--- config.mk ---
export PLATFORM = sky130hd
export DESIGN_NAME = pipelined_barrel_shifter
export DESIGN_NICKNAME = d
export VERILOG_FILES = /design/src/rtl/pipelined_barrel_shifter.sv
export SDC_FILE = /design/constraint.sdc
export NUM_CORES = 1
export LEC_CHECK = 0
export ABC_AREA = 1
export CAP_MARGIN = 20
export CORE_MARGIN = 4
export CORE_UTILIZATION = 57
export CTS_CLUSTER_DIAMETER = 30
export DETAILED_ROUTE_END_ITERATION = 8
export GPL_ROUTABILITY_DRIVEN = 0
export PLACE_DENSITY = 0.79
export SYNTH_ARGS = -nofsm -noshare
export SYNTH_HDL_FRONTEND = slang
export SYNTH_SLANG_ARGS = --single-unit
--- constraint.sdc ---
create_clock -name in_Clk -period 11.35 [get_ports in_Clk]
set_input_delay 2.27 -clock in_Clk [delete_from_list [all_inputs] [get_ports in_Clk]]
set_output_delay 2.27 -clock in_Clk [all_outputs]
set_load 0.1 [all_outputs]
--- src/rtl/pipelined_barrel_shifter.sv ---
// Pipelined ARM operand-2 shifter (LSL/LSR/ASR/ROR/RRX, immediate and register amounts).
// Define BSHIFT_FLAGS_EN to add registered out_Zero/out_Neg result flags.
module pipelined_barrel_shifter #(
  parameter int WIDTH     = 32,
  parameter int AMT_WIDTH = 8,
  parameter int STAGES    = 2,
  parameter int TAG_WIDTH = 4
) (
  input  logic                 in_Clk,
  input  logic                 in_Rst,
  input  logic                 in_Flush,
  input  logic                 in_Valid,
  output logic                 out_Ready,
  input  logic [WIDTH-1:0]     in_Val,
  input  logic [AMT_WIDTH-1:0] in_Amount,
  input  logic [1:0]           in_Shift_type,
  input  logic                 in_Reg_mode,
  input  logic                 in_C_flag,
  input  logic [TAG_WIDTH-1:0] in_Tag,
  output logic                 out_Valid,
  input  logic                 in_Ready,
  output logic [WIDTH-1:0]     out_Op2,
  output logic                 out_Carry,
  output logic [TAG_WIDTH-1:0] out_Tag
`ifdef BSHIFT_FLAGS_EN
  ,
  output logic                 out_Zero,
  output logic                 out_Neg
`endif
);

  localparam int LOG  = $clog2(WIDTH);
  localparam int BASE = LOG / STAGES;
  localparam int REM  = LOG % STAGES;
  localparam logic [AMT_WIDTH-1:0] AMT_W = AMT_WIDTH'(WIDTH);

  localparam logic [1:0] LSL = 2'b00;
  localparam logic [1:0] LSR = 2'b01;
  localparam logic [1:0] ASR = 2'b10;

  // Level j shifts by WIDTH>>(j+1); earlier stages take the extra level when LOG doesn't divide evenly.
  function automatic int level_stage(input int j);
    if (j < REM * (BASE + 1)) return j / (BASE + 1);
    return REM + (j - REM * (BASE + 1)) / BASE;
  endfunction

  function automatic logic [WIDTH:0] shift_level(input logic [WIDTH-1:0] d,
                                                 input logic [1:0] typ, input int n);
    logic signed [WIDTH-1:0] sd;
    logic [WIDTH-1:0] res;
    logic [WIDTH-1:0] out_bits;
    sd = d;
    case (typ)
      LSL:     begin res = d << n;                       out_bits = d >> (WIDTH - n); end
      LSR:     begin res = d >> n;                       out_bits = d >> (n - 1);     end
      ASR:     begin res = sd >>> n;                     out_bits = d >> (n - 1);     end
      default: begin res = (d >> n) | (d << (WIDTH - n)); out_bits = d >> (n - 1);    end
    endcase
    return {out_bits[0], res};
  endfunction

  function automatic logic [WIDTH:0] apply_stage(input logic [WIDTH-1:0] d, input logic c,
                                                 input logic [LOG-1:0] amt,
                                                 input logic [1:0] typ, input int stg);
    logic [WIDTH:0] acc;
    logic [LOG-1:0] a;
    acc = {c, d};
    for (int j = 0; j < LOG; j++) begin
      a = amt >> (LOG - 1 - j);
      if (level_stage(j) == stg && a[0]) acc = shift_level(acc[WIDTH-1:0], typ, WIDTH >> (j + 1));
    end
    return acc;
  endfunction

  logic [WIDTH-1:0]     dec_d;
  logic                 dec_c;
  logic [LOG-1:0]       dec_amt;
  logic [LOG-1:0]       imm_a;
  logic                 zero_force, sign_fill, rrx;
  logic                 msb, lsb;

  logic [WIDTH-1:0]     data_p  [STAGES];
  logic                 carry_p [STAGES];
  logic [LOG-1:0]       amt_p   [STAGES];
  logic [1:0]           typ_p   [STAGES];
  logic [TAG_WIDTH-1:0] tag_p   [STAGES];
  logic [STAGES-1:0]    vld_p;

  logic [WIDTH-1:0]     src_d   [STAGES];
  logic                 src_c   [STAGES];
  logic [LOG-1:0]       src_amt [STAGES];
  logic [1:0]           src_typ [STAGES];
  logic [TAG_WIDTH-1:0] src_tag [STAGES];
  logic [STAGES-1:0]    src_vld;
  logic [WIDTH:0]       nxt     [STAGES];
  logic [STAGES-1:0]    take;

  // Amount-0 encodings and out-of-range register amounts collapse to a preset value and carry.
  always_comb begin
    imm_a      = in_Amount[LOG-1:0];
    msb        = in_Val[WIDTH-1];
    lsb        = in_Val[0];
    dec_c      = in_C_flag;
    dec_amt    = '0;
    zero_force = 1'b0;
    sign_fill  = 1'b0;
    rrx        = 1'b0;
    if (!in_Reg_mode) begin
      if (imm_a != '0) dec_amt = imm_a;
      else begin
        case (in_Shift_type)
          LSL:     dec_c = in_C_flag;
          LSR:     begin zero_force = 1'b1; dec_c = msb; end
          ASR:     begin sign_fill  = 1'b1; dec_c = msb; end
          default: begin rrx        = 1'b1; dec_c = lsb; end
        endcase
      end
    end else if (in_Amount != '0) begin
      case (in_Shift_type)
        LSL:
          if (in_Amount < AMT_W) dec_amt = imm_a;
          else begin zero_force = 1'b1; dec_c = (in_Amount == AMT_W) ? lsb : 1'b0; end
        LSR:
          if (in_Amount < AMT_W) dec_amt = imm_a;
          else begin zero_force = 1'b1; dec_c = (in_Amount == AMT_W) ? msb : 1'b0; end
        ASR:
          if (in_Amount < AMT_W) dec_amt = imm_a;
          else begin sign_fill = 1'b1; dec_c = msb; end
        default:
          if (imm_a == '0) dec_c = msb;
          else dec_amt = imm_a;
      endcase
    end
    dec_d = in_Val;
    if (zero_force)     dec_d = '0;
    else if (sign_fill) dec_d = {WIDTH{msb}};
    else if (rrx)       dec_d = {in_C_flag, in_Val[WIDTH-1:1]};
  end

  always_comb begin
    logic chain;
    chain = in_Ready;
    for (int k = STAGES - 1; k >= 0; k--) begin
      chain   = chain || !vld_p[k];
      take[k] = chain;
    end
  end

  assign out_Ready = !in_Flush && take[0];

  always_comb begin
    src_d[0]   = dec_d;
    src_c[0]   = dec_c;
    src_amt[0] = dec_amt;
    src_typ[0] = in_Shift_type;
    src_tag[0] = in_Tag;
    src_vld[0] = in_Valid && out_Ready;
    for (int k = 1; k < STAGES; k++) begin
      src_d[k]   = data_p[k-1];
      src_c[k]   = carry_p[k-1];
      src_amt[k] = amt_p[k-1];
      src_typ[k] = typ_p[k-1];
      src_tag[k] = tag_p[k-1];
      src_vld[k] = vld_p[k-1];
    end
    for (int k = 0; k < STAGES; k++)
      nxt[k] = apply_stage(src_d[k], src_c[k], src_amt[k], src_typ[k], k);
  end

  // Stage registers: each stage loads when it is empty or its content moves on.
  always_ff @(posedge in_Clk) begin
    if (in_Rst) begin
      vld_p              <= '0;
      data_p[STAGES-1]   <= '0;
      carry_p[STAGES-1]  <= 1'b0;
      tag_p[STAGES-1]    <= '0;
    end else begin
      for (int k = 0; k < STAGES; k++) begin
        if (in_Flush)     vld_p[k] <= 1'b0;
        else if (take[k]) vld_p[k] <= src_vld[k];
        if (take[k] && src_vld[k]) begin
          data_p[k]  <= nxt[k][WIDTH-1:0];
          carry_p[k] <= nxt[k][WIDTH];
          amt_p[k]   <= src_amt[k];
          typ_p[k]   <= src_typ[k];
          tag_p[k]   <= src_tag[k];
        end
      end
    end
  end

  assign out_Valid = vld_p[STAGES-1];
  assign out_Op2   = data_p[STAGES-1];
  assign out_Carry = carry_p[STAGES-1];
  assign out_Tag   = tag_p[STAGES-1];

`ifdef BSHIFT_FLAGS_EN
  always_ff @(posedge in_Clk) begin
    if (in_Rst) begin
      out_Zero <= 1'b0;
      out_Neg  <= 1'b0;
    end else if (take[STAGES-1] && src_vld[STAGES-1]) begin
      out_Zero <= (nxt[STAGES-1][WIDTH-1:0] == '0);
      out_Neg  <= nxt[STAGES-1][WIDTH-1];
    end
  end
`else
  // Result flags are left to the consumer in this build.
`endif

endmodule

; Word level (Yosys, flattened, before mapping)
; Memory sizes are Yosys's and may differ from the RTL's.
; Index checks and enable logic that the tools add are counted.
; W data, S select, Z words.
[totals]
mem_bits_rw = 88
word_cells = 99
out_inout_bits = 39
memories = 5
input_bits = 53
regBits = 2
[memory_table]
columns = name, words, width, read_ports, rd_ports_with_merged_regs, wr, line
row1 = data_p, 2, 32, 2, 0, 2, 82  ; logic [WIDTH-1:0] data_p [STAGES];
row2 = amt_p, 2, 5, 1, 0, 2, 84  ; logic [LOG-1:0] amt_p [STAGES];
row3 = tag_p, 2, 4, 2, 0, 2, 86  ; logic [TAG_WIDTH-1:0] tag_p [STAGES];
row4 = typ_p, 2, 2, 1, 0, 2, 85  ; logic [1:0] typ_p [STAGES];
row5 = carry_p, 2, 1, 2, 0, 2, 83  ; logic carry_p [STAGES];
[classes]
reduce_logical = 18
eq_ne = 5
n_lt_le_gt_ge = 1
bitwise_logic = 8
n_mux = 60
[op_table]
columns = operator, n
row1 = $pmux W32 S3, 5
row2 = $mux W33, 5
row3 = $mux W32, 4
row4 = $mux W1, 37
row5 = $or A16 B32 Y32, 1
row6 = $or A24 B32 Y32, 1
row7 = $or A28 B32 Y32, 1
row8 = $or A30 B32 Y32, 1
row9 = $or A31 B32 Y32, 1
row10 = $mux W5, 6
row11 = $eq A8 B6 Y1 const B, 1
row12 = $lt A8 B6 Y1 const B, 1
row13 = $reduce_bool A8 Y1, 1
row14 = $reduce_or A2 Y1, 3
row15 = $logic_not A5 Y1, 1
row16 = $reduce_bool A5 Y1, 1
row17 = $eq A2 B1 Y1 const B, 2
row18 = $eq A2 B2 Y1 const B, 2
row19 = $logic_and A1 B1 Y1, 4
row20 = $logic_not A2 Y1, 2
row21 = $mux W4, 1
row22 = $logic_not A1 Y1, 3
row23 = $or A1 B1 Y1, 3
row24 = $pmux W1 S3, 1
row25 = other kinds (3), 4

; Longest topological paths before layout
[logic_depth]
ltp_word = 17
depth_mapped = 19
ltp_nobuf = 18

; Least setup slack after synthesis
; No wires, ideal clock.
[synth_timing]
path_kind = input to register
from = in in_Rst
to = mem amt_p[0][0] in the netlist's numbering (enable)
setup_time_ns = 0.490
arrival_time_ns = 5.247
path_stages = 3
path_slack_ns = 5.612
required_time_ns = 10.860
path_buffers = 0
cell_sequence = inv_1 > nand2_1 > nor3_1
[synth_rtl]
columns = item, line
row1 = "start, declared", 10  ; input logic in_Rst,
row2 = "end, declared", 84

; Worst setup path after layout
[layout_timing]
from = in in_Ready
to = out out_Ready
[layout_via]
elab_chain_len = 3
[layout_lines]
columns = item, line
row1 = "start, declared", 21  ; input logic in_Ready,
row2 = $logic_or A1 B1 Y1 (2 in a row), 144  ; chain = chain || !vld_p[k];
row3 = $logic_and A1 B1 Y1, 149  ; assign out_Ready = !in_Flush && take[0];
row4 = "end, declared", 13  ; output logic out_Ready,
; No other way between the ends.

==> impl_metrics.tcl <==
set metrics [dict create \
    status "completed" \
    cts_buffer_depth 2 \
    synth.distinct_cells 47 \
    cts_resized 0 \
    tightest_slew_ns 0.985 \
    finalHoldViolCount 0 \
    fin_crit_ns 6.45 \
    dominantRegCellSynth "edfxtp_1" \
    cts_tree "done" \
    hold_buffers 0 \
    cts_inserted_buffers 9 \
    grt_max_degree 52 \
    synth_fp_nets 1023 \
    drive_above_1_share_pct 7.80 \
    synth_area_leaders "edfxtp_1, nand2_1, nand3_1" \
    synth_edf_count 78 \
    met2_length_um 8150 \
    routed_wl_um 18500 \
    crit_type "in2out" \
    routed-wl-met3_um 1670 \
    grtUsageTotal_pct 26.3 \
    setup_slack_ns 4.90 \
    maxClockFrequency_mhz 155 \
    postCtsSetupRepairBufs 0 \
    cp_max_fo 3 \
    grt_pass1_wl_um 30400 \
    synth_area_um2 6850 \
    insertion_delay_ns 0.34 \
    wl_per_cell_um 15.8 \
    cts.sinks 80 \
    endpoint_kind "output port" \
    yosys.area.top_type "edfxtp_1" \
    holdCritPathClass "reg2reg" \
    async_reset_ff_share_pct 0 \
    core_um2 11600 \
    root_buffer "clkbuf_16" \
    power_w 0.000939 \
    synth_top_family_by_area "simple AND/OR/NAND/NOR gates" \
    ant_nets 0 \
    cp-start-kind "input pin" \
    required_ns 9.08 \
    ys_seq_area_share_pct 34.8 \
    vias_per_cell 6.06 \
    std_cell_rows 39 \
    clock_skew_ns 0.00723 \
    start_util_pct 59.0 \
    period_share_pct 56.9 \
    setup_tns_ns 0 \
    dp_hpwl_um 14100 \
    grt-ovfl-total 0 \
    clkSlewWorstSetupHoldPaths_ns 0.06 \
    synth_fa_ha_area_share_pct 0.730 \
    maxSlewViolCount 0 \
    crit_start "in_Ready" \
    first_pass_iters 6 \
    finalSetupViolations 0 \
    peakVddDrop_v 0.0000705 \
    syn-instance-count 966 \
    worstHoldStart "vld_p[0]" \
    antenna_found_initial 0 \
    synth-xor-area-share_pct 0 \
    pre_cts_ws_ns 4.90 \
    synthMuxAreaShare_pct 0 \
    maxCapViolCount 0 \
    diodes 0 \
    vias 7081 \
    ys_seq_elements 80 \
    die_y_um 118 \
    die_w_um 118 \
    die_area_um2 13800 \
    drc 0 \
    first_iter_violations 788 \
    synth-simple-area-share_pct 31.7 \
    port_buffers 91 \
    r2r-start "typ_p[0][1]" \
    syn-mean-instance-area_um2 7.10 \
    grt_pass1_vias 6167 \
    ys.warnings.count 0 \
    fin_hold_ws_ns 0.478 \
    routed.top_layer "met4" \
    grt_setup_unrepaired "false" \
    synth_compound_area_share_pct 21.6 \
    final_nets 1078 \
    syn_to_final_growth_pct 17.4 \
    synth_top_area_share_pct 34.2 \
    crit_arrival_ns 4.18 \
    wl_met1_um 8210 \
    h-tree-depth 3 \
    relSlewSlack_pct 34.1 \
    ios 92 \
    p_per_area_nw_per_um2 117 \
    cellLeakagePower_nw 3.54 \
]
-- stage by stage --
| step | cell area (um^2) | utilization [%] | std cells |
|---|---|---|---|
| CTS | 8050 | 69.3 | 1169 |
| global placement | 7730 | 66.6 | 1153 |
| finish | 8050 | 69.3 | 1169 |
| floorplan | 6850 | - | 966 |
| global route | 8050 | 69.3 | 1169 |
| detailed placement | 7730 | 66.6 | 1153 |
-- Yosys cell counts (3+ instances only) --
library cell,count
nand2_2,7
buf_6,7
o21ai_1,16
o221ai_1,13
inv_1,110
o21ai_0,82
a21oi_1,32
o22ai_1,28
nand3_1,137
nand2_1,222
o211ai_2,4
nor3_1,4
nor2_2,4
ha_1,4
edfxtp_1,78
nor2_1,50
buf_2,13
or2_1,6
clkinv_1,4
buf_1,4
nand4_1,12
o211ai_1,38
clkbuf_1,30
or2_2,3
nand3_2,7
inv_2,11
nand3_4,4
o2111ai_1,7
-- report_power, final --
part           internal [W]  switching [W]
Clock              0.000193       0.000110
Combinational     0.0000863       0.000200
Sequential         0.000344     0.00000619
-- critical path: stages --
cell and delay [ns]:
clkdlybuf4s50_1 0.46, inv_1 0.04, nand2_1 0.08, nor2_1 0.06, inv_1 0.07, nand2_1 0.05, inv_1 0.04, clkdlybuf4s50_1 1.12
-- layout by cell type, fill, tap and decap left out, types with 12 or more instances in the layout --
master	Yosys	routed
nand2_1	222	222
nand3_1	137	137
inv_1	110	110
clkdlybuf4s50_1	0	91
o21ai_0	82	82
edfxtp_1	78	78
nor2_1	50	50
o211ai_1	38	38
a21oi_1	32	32
o22ai_1	28	28
o21ai_1	16	16
o221ai_1	13	13
nand4_1	12	12
-- layout make-up --
| class | count | area (um^2) |
|---|---|---|
| timing repair buffer | 100 | 978 |
| sequential | 80 | 2380 |
| clock buffer | 11 | 233 |
| inverter | 127 | 482 |
| multi-input combinational | 703 | 3710 |
| fill | 1018 | 3570 |
| clock inverter | 5 | 82.6 |
| tap | 143 | 179 |
-- cells by family (layout without fill, tap and decap cells) --
| logic type | after synthesis | in the layout |
|---|---|---|
| buffers and inverters | 183 | 243 |
| adders and majority gates | 4 | 4 |
| DFF | 80 | 80 |
| and+or+nand+nor | 464 | 464 |
| AOI/OAI and AO/OA | 235 | 235 |
-- metal layers --
metal  up-vias  GRT usage (%)
met3        40           6.15
met1      3224           38.0
met2       336           39.4
li1       3481              -
met4         0           7.69
met5         -              0
-- sequential cells by signal, indices dropped and copies added (netlist names) --
signal	count
vld_p	2
carry_p	2
tag_p	8
data_p	64
typ_p	2
amt_p	2
-- final timing paths --
kind                        to  slack, ns  cells past startpoint
setup / recovery     out_Ready       4.90                      8
hold reg to reg       vld_p[1]       0.48                      2
setup reg to reg  data_p[1][6]       8.03                      8
hold / removal        vld_p[1]       0.48                      2
No activity file was read; power rests on OpenSTA's default activity.
